===== config.mk =====
export PLATFORM = sky130hd
export DESIGN_NAME = tdm_demultiplexer
export DESIGN_NICKNAME = d
export VERILOG_FILES = /design/src/rtl/tdm_demultiplexer.sv
export SDC_FILE = /design/constraint.sdc
export NUM_CORES = 1
export LEC_CHECK = 0
export BUFFER_PORTS_ARGS = -buffer_cell sky130_fd_sc_hd__buf_4
export CORE_MARGIN = 10
export CORE_UTILIZATION = 50
export DETAILED_ROUTE_END_ITERATION = 6
export MAX_ROUTING_LAYER = met4
export PLACE_DENSITY = 0.75
export SLEW_MARGIN = 20
export SYNTH_ARGS = -nofsm -noshare
export SYNTH_HDL_FRONTEND = slang
export SYNTH_SLANG_ARGS = --single-unit

===== constraint.sdc =====
create_clock -name clk -period 5.2 [get_ports clk]
set_input_delay 0.78 -clock clk [delete_from_list [all_inputs] [get_ports clk]]
set_output_delay 0.78 -clock clk [all_outputs]
set_load 0.1 [all_outputs]

===== src/rtl/tdm_demultiplexer.sv =====
// Receive side of the 4-slot TDM link: steers frame-aligned words into slot
// registers, publishes a complete frame at once, and tracks framing errors.
//
// state  | meaning
// HUNT   | searching for frame_sync; non-sync words are discarded silently
// LOCKED | aligned to frame; address names the slot of the next accepted word
module tdm_demultiplexer #(
   parameter int WIDTH    = 1,
   parameter int ERR_BITS = 8
) (
   input  logic                clk,
   input  logic                reset_n,
   input  logic [WIDTH-1:0]    din,
   input  logic                din_valid,
   input  logic                frame_sync,
   output logic [WIDTH-1:0]    out0,
   output logic [WIDTH-1:0]    out1,
   output logic [WIDTH-1:0]    out2,
   output logic [WIDTH-1:0]    out3,
   output logic                out_valid,
   output logic [1:0]          address,
   output logic                locked,
   output logic                sync_error,
   output logic [ERR_BITS-1:0] err_count
);

   typedef enum logic {
      HUNT   = 1'b0,
      LOCKED = 1'b1
   } state_t;

   localparam logic [ERR_BITS-1:0] ERR_MAX = '1;

   state_t              state, state_nxt;
   logic [WIDTH-1:0]    shadow0, shadow1, shadow2;
   logic [WIDTH-1:0]    shadow0_nxt, shadow1_nxt, shadow2_nxt;
   logic [WIDTH-1:0]    out0_nxt, out1_nxt, out2_nxt, out3_nxt;
   logic                out_valid_nxt;
   logic                sync_error_nxt;
   logic [1:0]          address_nxt;
   logic [ERR_BITS-1:0] err_count_nxt;
   logic                err_hit;

   // locked is a direct decode of the one-bit state flop, so it stays glitch-free
   assign locked = (state == LOCKED);

   // State, slot, publish and error registers; reset clears everything at once
   always_ff @(posedge clk or negedge reset_n) begin
      if (!reset_n) begin
         state      <= HUNT;
         address    <= 2'd0;
         shadow0    <= '0;
         shadow1    <= '0;
         shadow2    <= '0;
         out0       <= '0;
         out1       <= '0;
         out2       <= '0;
         out3       <= '0;
         out_valid  <= 1'b0;
         sync_error <= 1'b0;
         err_count  <= '0;
      end else begin
         state      <= state_nxt;
         address    <= address_nxt;
         shadow0    <= shadow0_nxt;
         shadow1    <= shadow1_nxt;
         shadow2    <= shadow2_nxt;
         out0       <= out0_nxt;
         out1       <= out1_nxt;
         out2       <= out2_nxt;
         out3       <= out3_nxt;
         out_valid  <= out_valid_nxt;
         sync_error <= sync_error_nxt;
         err_count  <= err_count_nxt;
      end
   end

   // Next-state decode: only accepted words move the FSM; pulses default low
   always_comb begin
      state_nxt      = state;
      address_nxt    = address;
      shadow0_nxt    = shadow0;
      shadow1_nxt    = shadow1;
      shadow2_nxt    = shadow2;
      out0_nxt       = out0;
      out1_nxt       = out1;
      out2_nxt       = out2;
      out3_nxt       = out3;
      out_valid_nxt  = 1'b0;
      sync_error_nxt = 1'b0;
      err_count_nxt  = err_count;
      err_hit        = 1'b0;

      if (din_valid) begin
         unique case (state)
            HUNT: begin
               if (frame_sync) begin
                  shadow0_nxt = din;
                  address_nxt = 2'd1;
                  state_nxt   = LOCKED;
               end
            end
            LOCKED: begin
               if (frame_sync) begin
                  // early sync drops the partial frame and restarts at slot 0
                  err_hit     = (address != 2'd0);
                  shadow0_nxt = din;
                  address_nxt = 2'd1;
               end else begin
                  unique case (address)
                     2'd0: begin
                        err_hit     = 1'b1;
                        address_nxt = 2'd0;
                        state_nxt   = HUNT;
                     end
                     2'd1: begin
                        shadow1_nxt = din;
                        address_nxt = 2'd2;
                     end
                     2'd2: begin
                        shadow2_nxt = din;
                        address_nxt = 2'd3;
                     end
                     2'd3: begin
                        out0_nxt      = shadow0;
                        out1_nxt      = shadow1;
                        out2_nxt      = shadow2;
                        out3_nxt      = din;
                        out_valid_nxt = 1'b1;
                        address_nxt   = 2'd0;
                     end
                     default: ;
                  endcase
               end
            end
            default: begin
               state_nxt   = HUNT;
               address_nxt = 2'd0;
            end
         endcase
      end

      if (err_hit) begin
         sync_error_nxt = 1'b1;
         if (err_count != ERR_MAX)
            err_count_nxt = err_count + ERR_BITS'(1);
      end
   end

endmodule


==> results of run 1 <==
-- final timing paths --
| kind | from | endpoint | slack (ns) | cells after the start |
|---|---|---|---|---|
| worst min register to register | out3 | out3 | 0.52 | 1 |
| worst max register to register | address[0] | err_count[5] | 3.06 | 7 |
| worst max-delay path | address[0] | err_count[5] | 3.06 | 7 |
| min in group clk | out3 | out3 | 0.52 | 1 |
| max in group asynchronous | reset_n | err_count[5] | 4.67 | 1 |
| worst min-delay path | reset_n | out1 | 0.33 | 1 |
-- sequential cells by signal, summed over array words and instances (netlist names) --
signal and cells:
out2 1, locked 1, shadow0 1, sync_error 1
shadow1 1, err_count 8, out0 1, address 2
shadow2 1, out3 1, out_valid 1, out1 1
-- layout make-up --
cell class | count | area [sq um] | area share [%]
clock buffers | 4 | 36.3 | 3.11
flip-flops and latches | 20 | 500 | 42.9
well taps | 25 | 31.3 | 2.68
inverters | 5 | 18.8 | 1.61
multi-input cells | 53 | 423 | 36.2
repair buffers | 21 | 158 | 13.5
-- cell families after synthesis --
| kind of cell | after synthesis | synth area share [%] |
|---|---|---|
| AO/OA/AOI/OAI | 8 | 4.95 |
| XOR/XNOR | 3 | 2.73 |
| adder cells (fa/ha/maj) | 7 | 9.11 |
| buffers and inverters | 7 | 3.91 |
| flip-flops | 20 | 52.1 |
| multiplexers | 11 | 13.3 |
| AND/OR/NAND/NOR | 24 | 13.9 |
-- worst register-to-register path: cells and delay by family (launching register included) --
kind | cells | cell delay [ns]
fa+ha+maj | 2 | 0.47
buf+inv | 1 | 0.12
flops | 1 | 0.46
mux | 1 | 0.30
simple gates | 3 | 0.69
-- per-stage QoR --
step	hold slack, ns	area [sq um]
after floorplan	0.475	961
after global placement	0.483	1130
after detailed placement	0.493	1130
after CTS	0.339	1170
after global routing	0.330	1170
final	0.330	1170
-- placed cells by master, fill, tap and decap left out, drive strengths merged, types with 2 or more instances in the layout --
master,count
buf,21
mux2,11
nand4,3
nor2,2
nand3,6
clkbuf,4
inv,5
xnor2,2
a21oi,2
o21ai,3
dfrtp,20
nand2,7
ha,7
-- per-layer routing --
metal	share of wire [%]	track usage [%]	vias up
met5	0	-	-
met4	1.5	4.10	0
met3	6.1	3.31	4
met2	42	12.4	18
met1	50	11.3	300
li1	-	-	325
==> results.json, run 1 <==
{
  "asr_flop_ratio_synth_pct": 100,
  "synth_top_cells_by_area": "dfrtp_1 52%, mux2_2 12%, ha_1 9.1%",
  "io_pins": 22,
  "syn_area_per_cell_sq_um": 12.0,
  "timing.setup.critical_path_class": "flip-flop to flip-flop",
  "dominantRegCellSynth": "dfrtp_1",
  "first_global_vias": 641,
  "crit_path_max_delay_family": "simple AND/OR/NAND/NOR gates",
  "cts.path.max_buffers": 2,
  "synthesis.yosys.warnings": 0,
  "post_synthesis_cell_area_sq_um": 961,
  "number_of_setup_buffers_added_after_cts": 0,
  "postSynthNetCount": 92,
  "setup_tns_ns": 0,
  "pre_cts_ws_ns": 2.86,
  "post_cts_hold_buffer_count": 0,
  "synth.most_common_cell": "dfrtp_1",
  "timing.critical_path.arrival_ns": 2.34,
  "grt_max_degree": 21,
  "worst_path_most_repeated_cell": "ha_1",
  "yosysTopAreaCellShare_pct": 52.1,
  "path_max_fanout": 7,
  "required_ns": 5.40,
  "clkTransAtPathRegs_ns": 0.11,
  "synth_largest_area_cell": "dfrtp_1",
  "place.port_buffers": 21,
  "status": "finished clean",
  "timing.clock.skew_ns": 0.00119,
  "htree_levels": 1,
  "critical_path.endpoint_type": "flip-flop",
  "grt_remaining_overflow": 0,
  "finalWorstPathRequiredPeriod_ns": 2.14,
  "synth.yosys.seq_area_share_pct": 52.1,
  "routed_wl_um": 1700,
  "tritoncts.num_buffers": 3,
  "path_buf_inv": 1,
  "crit_path_start_kind": "flip-flop",
  "floorplan.die.height_um": 63.8,
  "synth.lib_cells_used.distinct": 25,
  "post_synth_inst_count": 80,
  "critical_path.max_stage_delay_ns": 0.46,
  "gp_routability_congestion": 0.776,
  "initial_antenna_violation_count": 0,
  "slew_viol_final": 0,
  "timing.final.hold_violations": 0,
  "max_freq_ghz": 0.466,
  "synthToLayoutAreaGrowth_pct": 21.5,
  "clock-root-buffer": "clkbuf_4",
  "initial_core_util_pct": 53.9,
  "die_x_um": 63.8,
  "fin_nets": 116,
  "worst_slew_margin_rel_pct": 81.4,
  "crit_path_top_delay_cell": "dfrtp_1",
  "core_sq_mm": 0.00178,
  "maxCapViolCount": 0,
  "die_outline_area_sq_mm": 0.00408,
  "crit_chain": "inv_1, ha_1, ha_1, and3b_1, and4_4, nand3_2, mux2_4",
  "timing.final.setup_violations": 0,
  "synth.ff_latch_count": 20,
  "tritoncts_num_sinks": 20,
  "drt-initial-drc-count": 17,
  "setup_ws_ns": 3.06,
  "synth_common_cells": "20 x dfrtp_1, 10 x mux2_2, 7 x ha_1, 7 x nand2_1",
  "number_of_non_filler_instances_in_the_completed_layout": 128,
  "viasPerCell": 5.05,
  "min_period_over_period_pct": 41.2,
  "placement_rows": 15,
  "postCtsResizedCells": 0,
  "detail_route.wl_per_cell_um": 13.3,
  "min-delay-path-class": "input port to asynchronous set/reset pin",
  "max_slew.worst_pin.slew_ns": 0.281,
  "num_vias": 647,
  "drt-pass1-iter-count": 4,
  "n_fill_cell": 150,
  "first_pass_grt_wire_length_um": 2900,
  "route.antenna.remaining_nets": 0,
  "final_util_pct": 65.5,
  "num_antenna_cells": 0,
  "tritoncts": "yes",
  "grt_setup_unrepaired": "no",
  "detailedPlacementHpwl_um": 1300,
  "place_inst": 124,
  "final_layout_size_suffix_gt1_share_pct": 38.8,
  "clock_latency_on_the_worst_skew_pair_ns": 0.30,
  "synth_edf_count": 0,
  "drc": 0,
  "grt_util_all_layers_pct": 8.98
}
Power of run 1 is not shown: default switching activity piles up to over one toggle a cycle in this logic, so the estimate is an artifact.
==> run 2: changes to the inputs <==
==> constraint.sdc (replaced) <==
create_clock -name clk -period 2.17 [get_ports clk]
set_input_delay 0.3255 -clock clk [delete_from_list [all_inputs] [get_ports clk]]
set_output_delay 0.3255 -clock clk [all_outputs]
set_load 0.1 [all_outputs]
==> run 2 against run 1 <==
  * Non-clock buffer count up 2
  * Utilization up 2.7 points
  * Clock skew up 0.00099 ns
==> results.json, run 2 (synthesis results as in run 1) <==
{
  "status": "finished clean",
  "detailedPlacementHpwl_um": 1450,
  "crit_path_max_delay_family": "simple AND/OR/NAND/NOR gates",
  "worst_slew_margin_rel_pct": 81.3,
  "stdcell_area_sq_mm": 0.00121,
  "drc": 0,
  "slew_viol_final": 0,
  "core_sq_mm": 0.00178,
  "tritoncts_num_sinks": 20,
  "num_antenna_cells": 0,
  "top_register": "err_count",
  "detail_route.wl_per_cell_um": 15.8,
  "setup_tns_ns": 0,
  "min-delay-path-class": "input port to flip-flop",
  "grt_setup_unrepaired": "no",
  "tritoncts": "yes",
  "drt-pass1-iter-count": 4,
  "crit_chain": "inv_2, ha_2, ha_1, and3b_1, nand3_1, nor2_1, mux2_2",
  "timing.final.setup_violations": 0,
  "drt-initial-drc-count": 47,
  "max_freq_ghz": 0.491,
  "min_period_over_period_pct": 93.8,
  "path_buf_inv": 1,
  "die_outline_area_sq_mm": 0.00408,
  "tritoncts.num_buffers": 3,
  "fin_nets": 118,
  "viasPerCell": 5.32,
  "gp_routability_congestion": 0.760,
  "critical_path.endpoint_type": "flip-flop",
  "routed_wl_um": 2050,
  "grt_max_degree": 21,
  "placement.cell_area_sq_mm": 0.00115,
  "place.port_buffers": 21,
  "setup_ws_ns": 0.135,
  "timing.setup.critical_path_class": "flip-flop to flip-flop",
  "timing.final.hold_violations": 0,
  "layout_common_cells": "22 x buf_4, 15 x dfrtp_1, 10 x mux2_2",
  "final_util_pct": 68.1,
  "initial_core_util_pct": 53.9,
  "initial_antenna_violation_count": 0,
  "route.antenna.remaining_nets": 0,
  "finalWorstPathRequiredPeriod_ns": 2.04,
  "crit_path_top_delay_cell": "dfrtp_4",
  "placement_rows": 15,
  "first_pass_grt_wire_length_um": 3480,
  "max_slew.worst_pin.slew_ns": 0.283,
  "final_common_cell": "buf_4",
  "maxCapViolCount": 0,
  "timing.clock.skew_ns": 0.00218,
  "pre_cts_ws_ns": 0.191,
  "timing.critical_path.arrival_ns": 2.23,
  "htree_levels": 1,
  "floorplan.die.height_um": 63.8,
  "io_pins": 22,
  "clock-root-buffer": "clkbuf_4",
  "final_layout_size_suffix_gt1_share_pct": 46.7,
  "critical_path.max_stage_delay_ns": 0.53,
  "die_x_um": 63.8,
  "crit_path_start_kind": "flip-flop",
  "grt_util_all_layers_pct": 10.8,
  "clkTransAtPathRegs_ns": 0.11,
  "required_ns": 2.37,
  "largest_register_ffs": 8,
  "clock_latency_on_the_worst_skew_pair_ns": 0.30,
  "path_max_fanout": 6,
  "cts.path.max_buffers": 2,
  "top_regs": "err_count: 8 flops, address: 2 flops",
  "num_vias": 692,
  "synthToLayoutAreaGrowth_pct": 26.4,
  "postCtsResizedCells": 0,
  "grt_remaining_overflow": 0,
  "first_global_vias": 684,
  "n_fill_cell": 145
}
[run 2: changes by cell type in the layout (fill, tap and decap cells not counted), sizes merged]
cell         previous run  this run
buf                    21        22
dlygate4sd3             0         1
bufinv                  0         1
clkbuf                  4         3
[run 2: stage by stage]
stage	hold WS, ns	cells
after floorplan	0.0299	80
after CTS	0.237	130
after detailed placement	0.219	125
after global placement	0.216	125
final	0.244	130
after global routing	0.248	130
[run 2: path summary, 6_finish.rpt]
check | start | cells past startpoint | end | slack (ns)
setup / recovery | address[0] | 7 | err_count[6] | 0.13
hold / removal | din_valid | 2 | address[1] | 0.24
setup reg to reg | address[0] | 7 | err_count[6] | 0.13
hold reg to reg | err_count[7] | 1 | err_count[7] | 0.51
max in group asynchronous | reset_n | 2 | address[0] | 1.50
min in group asynchronous | reset_n | 2 | out2 | 0.44
[run 2: what timing repair did]
action / CTS / global route
setup endpoints to repair: 0 / 0
hold buffers: 1 / 0
hold endpoints to repair: 20 / 0
setup buffers: 0 / 0
[run 2: per-layer routing]
layer	vias up	track usage [%]	routed length (um)
met1	332	13.1	888
met2	28	16.5	991
met3	3	3.48	154
met5	-	-	0
li1	329	-	-
met4	0	3.28	16
[run 2: area by class of cell]
type / count / area [sq um] / share of cell area, %
clock buffer: 3 / 22.5 / 1.85
clock inverter: 1 / 30.0 / 2.47
inverter: 5 / 18.8 / 1.54
multi-input combinational: 53 / 425 / 35.0
sequential: 20 / 512 / 42.1
tap: 25 / 31.3 / 2.57
timing repair buffer: 23 / 175 / 14.4
Power of run 2 is left out for the same reason.
